$ cat src/rtl/stack_unit.sv
// Operand stack for the multicycle stack CPU: push/pop/peek/exchange on a
// DEPTH x WIDTH array with a registered output and sticky error flags.
module stack_unit #(
  parameter  int WIDTH = 8,
  parameter  int DEPTH = 16,
  localparam int CW    = $clog2(DEPTH + 1)
) (
  input  logic             clk,
  input  logic             rst,
  input  logic             push,
  input  logic             pop,
  input  logic             tos,
  input  logic             MtoS,
  input  logic [WIDTH-1:0] mem_data,
  input  logic [WIDTH-1:0] alu_res,
  input  logic             clr_err,
  output logic [WIDTH-1:0] dout,
  output logic             dout_valid,
  output logic             empty,
  output logic             full,
  output logic [CW-1:0]    count,
  output logic             overflow,
  output logic             underflow
);

  localparam int AW = (DEPTH > 1) ? $clog2(DEPTH) : 1;

  logic [WIDTH-1:0] mem_q [DEPTH];

  logic [CW-1:0]    count_q, count_d;
  logic [WIDTH-1:0] dout_q, dout_d;
  logic             valid_q, valid_d;
  logic             ovf_q, ovf_d;
  logic             unf_q, unf_d;

  logic             we;
  logic [AW-1:0]    waddr;
  logic [WIDTH-1:0] din;
  logic [WIDTH-1:0] top;
  logic [AW-1:0]    top_idx;
  logic [AW-1:0]    push_idx;
  logic             is_empty, is_full;
  logic             set_ovf, set_unf;

  assign is_empty = (count_q == '0);
  assign is_full  = (count_q == CW'(DEPTH));
  assign din      = MtoS ? mem_data : alu_res;
  // Indices are only used when the matching empty/full guard allows it,
  // so the truncation at count==0 or count==DEPTH is harmless.
  assign top_idx  = AW'(count_q - CW'(1));
  assign push_idx = AW'(count_q);
  assign top      = mem_q[top_idx];

  always_comb begin
    // NOTE: every combinational output gets a default first so no latch is inferred.
    count_d = count_q;
    dout_d  = dout_q;
    valid_d = 1'b0;
    set_ovf = 1'b0;
    set_unf = 1'b0;
    we      = 1'b0;
    waddr   = push_idx;

    if (push && pop) begin
      if (is_empty) begin
        set_unf = 1'b1;
      end else begin
        dout_d  = top;
        we      = 1'b1;
        waddr   = top_idx;
        valid_d = 1'b1;
      end
    end else if (pop) begin
      if (is_empty) begin
        set_unf = 1'b1;
      end else begin
        dout_d  = top;
        count_d = count_q - CW'(1);
        valid_d = 1'b1;
      end
    end else if (push && tos) begin
      if (is_empty) begin
        we      = 1'b1;
        count_d = count_q + CW'(1);
        set_unf = 1'b1;
      end else if (is_full) begin
        dout_d  = top;
        valid_d = 1'b1;
        set_ovf = 1'b1;
      end else begin
        dout_d  = top;
        we      = 1'b1;
        count_d = count_q + CW'(1);
        valid_d = 1'b1;
      end
    end else if (push) begin
      if (is_full) begin
        set_ovf = 1'b1;
      end else begin
        we      = 1'b1;
        count_d = count_q + CW'(1);
      end
    end else if (tos) begin
      if (is_empty) begin
        set_unf = 1'b1;
      end else begin
        dout_d  = top;
        valid_d = 1'b1;
      end
    end

    // A new error on the same edge as clr_err keeps the flag set.
    ovf_d = set_ovf | (ovf_q & ~clr_err);
    unf_d = set_unf | (unf_q & ~clr_err);
  end

  always_ff @(posedge clk or posedge rst) begin
    // NOTE: sequential state uses non-blocking assignments only.
    if (rst) begin
      count_q <= '0;
      dout_q  <= '0;
      valid_q <= 1'b0;
      ovf_q   <= 1'b0;
      unf_q   <= 1'b0;
    end else begin
      count_q <= count_d;
      dout_q  <= dout_d;
      valid_q <= valid_d;
      ovf_q   <= ovf_d;
      unf_q   <= unf_d;
    end
  end

  // NOTE: the storage array is deliberately not reset; only count decides validity.
  always_ff @(posedge clk) begin
    if (we) mem_q[waddr] <= din;
  end

  assign dout       = dout_q;
  assign dout_valid = valid_q;
  assign count      = count_q;
  assign empty      = is_empty;
  assign full       = is_full;
  assign overflow   = ovf_q;
  assign underflow  = unf_q;

endmodule

$ cat config.mk
export PLATFORM = sky130hd
export DESIGN_NAME = stack_unit
export DESIGN_NICKNAME = d
export VERILOG_FILES = /design/src/rtl/stack_unit.sv
export SDC_FILE = /design/constraint.sdc
export NUM_CORES = 1
export LEC_CHECK = 0
export BUFFER_PORTS_ARGS = -buffer_cell sky130_fd_sc_hd__buf_2
export CELL_PAD_IN_SITES_DETAIL_PLACEMENT = 1
export CELL_PAD_IN_SITES_GLOBAL_PLACEMENT = 1
export CORE_MARGIN = 4
export CORE_UTILIZATION = 52
export CTS_CLUSTER_SIZE = 30
export DETAILED_ROUTE_END_ITERATION = 7
export PLACE_DENSITY_LB_ADDON = 0.1
export SLEW_MARGIN = 30
export SYNTH_ARGS = -nofsm -noshare
export SYNTH_HDL_FRONTEND = slang
export SYNTH_SLANG_ARGS = --single-unit
$ cat constraint.sdc
create_clock -name clk -period 3.4 [get_ports clk]
set_clock_uncertainty 0.05 [all_clocks]
set_input_delay 0.17 -clock clk [delete_from_list [all_inputs] [get_ports clk]]
set_output_delay 0.17 -clock clk [all_outputs]
set_load 0.02 [all_outputs]
==> run summary <==
Number of max-cap violations: 0
Core footprint: 11080 sq um
DR WL met3: 813 um
Pin count of the biggest net entering global routing: 33
M1 WL: 6.273 mm
Area delta synth->final: 15.81%
Post-cts resize count: 0
Count leader, synth: edfxtp_1
Fin. Hold Viols: 0
Area share of the largest cell type after synthesis: 64.16%
Top Layer Used: met4
Total CTS buffers: 17
Commonest cells in the synthesized netlist: edfxtp_1, mux4_2, nor2_1
Die height: 115.3 um
Yosys top cell by area: edfxtp_1
Seq/Total Area, Yosys: 70.84%
GP Congestion: 0.8624
Clk slew on worst S/H paths: 0.06 ns
Synth Instances: 337
DR WL/cell: 25.58 um
Core Rows: 38
EDFF count, synth: 128
Overflow after GRT: 0
Status: completed
Reg2reg end: mem_q[14][2]
Final slew viol count: 0
Crit path required time: 3.38 ns
First drt pass iteration count: 4
Routed via count: 3352
Initial antenna violation count: 0
Netlist Area Pre-Place: 5991 sq um
Synth Area in Simple Gates: 5.597%
Crit-path max FO: 9
# fillers: 990
Synth cell types: 46
Synth Net Count: 363
Setup slack, reg-to-reg: 0.46 ns
Port bufs: 40
Leakage: 0.002363 uW
Placed cells: 509
Post-Synth XOR/XNOR Area: 0.8772%
Layout cells sized above 1: 31.19%
# Post-CTS Setup Buffers: 0
Synth Flop Type: edfxtp_1
Power Dens Cells: 976.4 nW/um^2
Die Width: 115.3 um
Post-synthesis register bit count: 144
Hold-fix buffers, CTS: 3
Vias in the first global route: 3494
Reg-to-Reg Start: count[0]
DRT iter0 DRCs: 315
Post-synthesis adder-cell area fraction: 0.6266%
TNS Setup: 0 ns
Worst hold stages: 3
DRC Markers: 0
Setup Viol. Count Final: 0
Worst Setup End Kind: flip-flop
Clk sinks: 144
Largest family of logic cells by synthesized area: multiplexers
CTS tree: built
Worst-Skew Late Latency: 0.42 ns
H-tree depth: 4
Net count, final: 417
Dpl hpwl: 8.958 mm
Final period util: 86.35%
Hold Crit Start: push
R2R depth: 6
Min Tclk post-route: 2.936 ns
Tot GR Track Use: 22.72%
Final Util: 62.63%
Setup crit start kind: flip-flop
Syn Area/Cell: 17.78 sq um
Max Fclk: 0.3406 GHz
Ports: 41
Antenna cells: 0
Die area: 13300 sq um
Arrival time at the worst endpoint: 2.92 ns
Peak supply drop: 0.0006276 V
Metal2 WL: 6.687 mm
Design Area, Final: 6938 sq um
Placed cell areas: 6377 sq um
Clock buffer depth: 2
Routed Antenna Nets: 0
RSZ-0062 raised after global routing: no
Final Instance Count excl. Fillers: 544
Initial Util: 54.08%
Mux cell area share after synthesis: 13.70%
Hold Crit Class: in -> reg
Worst rel slew slack: 36.26%
Compound-cell area share of the yosys netlist: 6.203%
First-pass GRT wire length: 21.46 mm
Async S/R FF share, synth: 11.11%
Top area cells in the synthesized netlist: edfxtp_1, mux4_2, dfrtp_1, a22oi_1, nor2_1
Worst hold slack: 0.1700 ns
Ys Warns: 0
Routed WL: 13.92 mm
Worst-Margin Slew: 0.9526 ns
Crit Path Class: reg -> reg
Vias per cell: 6.162
Root buffer cell: clkbuf_16
Hold Path End: count[1]
-- metal layers --
layer	track usage, %	vias up
met5	0	-
met4	6.729	0
met3	5.947	10
met2	34.14	117
met1	33.20	1750
li1	-	1475
-- power by group --
| part | leakage [uW] | internal, uW | switching [uW] | total, uW |
|---|---|---|---|---|
| Sequential | 0.00135 | 2210 | 111 | 2320 |
| Clock | 0.000259 | 982 | 685 | 1670 |
| Combinational | 0.000757 | 1230 | 1560 | 2790 |
-- placed cells by master (no fill, tap or decap), types with 3 or more instances in the layout --
master,netlist,routed
edfxtp_1,128,128
buf_2,1,40
mux4_2,32,32
nor2_1,29,28
clkbuf_16,0,17
a22oi_1,16,16
dfrtp_1,16,16
a31oi_1,12,12
buf_4,0,10
mux2_2,8,8
nand2_1,7,7
o21ai_0,6,6
clkinv_1,1,6
clkinv_2,0,6
o22ai_1,5,5
inv_1,5,5
xnor2_1,4,4
and2_1,3,3
nor3b_1,3,3
nor2b_1,3,3
nor4b_1,3,3
ha_1,3,3
dlygate4sd3_1,0,3
-- worst max-delay path, stage by stage, from the launching register on --
cell	delay, ns
dfrtp_1	0.38
clkinv_1	0.16
ha_1	0.21
or4b_4	0.51
nand3_1	0.19
a31oi_1	0.25
nor2_1	0.79
-- layout make-up --
type                            count  area, sq um  share of cell area [%]
Clock buffer                       17        425.4                   6.132
Clock inverter                     15        102.6                   1.479
Inverter                            7        26.28                  0.3787
Multi-Input combinational cell    167         1639                   23.62
Sequential cell                   144         4244                   61.17
Tap cell                          140        175.2                   2.525
Timing Repair Buffer               54        325.3                   4.689
-- sequential cells by signal, indices dropped and copies added (netlist names) --
signal and count:
mem_q 128, count 5, dout_valid 1, overflow 1, dout 8, underflow 1
-- through the flow --
step	total power (uW)	worst slack [ns]
2_1_floorplan	4344	0.2077
3_3_place_gp	5075	0.6433
3_5_place_dp	5141	0.5178
4_1_cts	6840	0.4347
5_1_grt	7125	0.3038
6_report	6774	0.4641
-- kinds of logic (layout without fill, tap and decap cells) --
family / after synthesis / count (layout)
muxes: 41 / 41
AOI/OAI and AO/OA: 53 / 53
adders and majority gates: 3 / 3
xor gates and xnor gates: 6 / 6
DFF: 144 / 144
and+or+nand+nor: 64 / 64
buffers and inverters: 26 / 93
-- how the worst max path moves through the flow --
stage	endpoint	start
floorplan	mem_q[1][0]	count[0]
global placement	mem_q[8][0]	count[0]
detailed placement	mem_q[14][5]	count[0]
CTS	mem_q[14][5]	count[0]
global route	mem_q[11][2]	count[0]
finish	mem_q[14][2]	count[0]
Power figures use the tool's default switching activity.
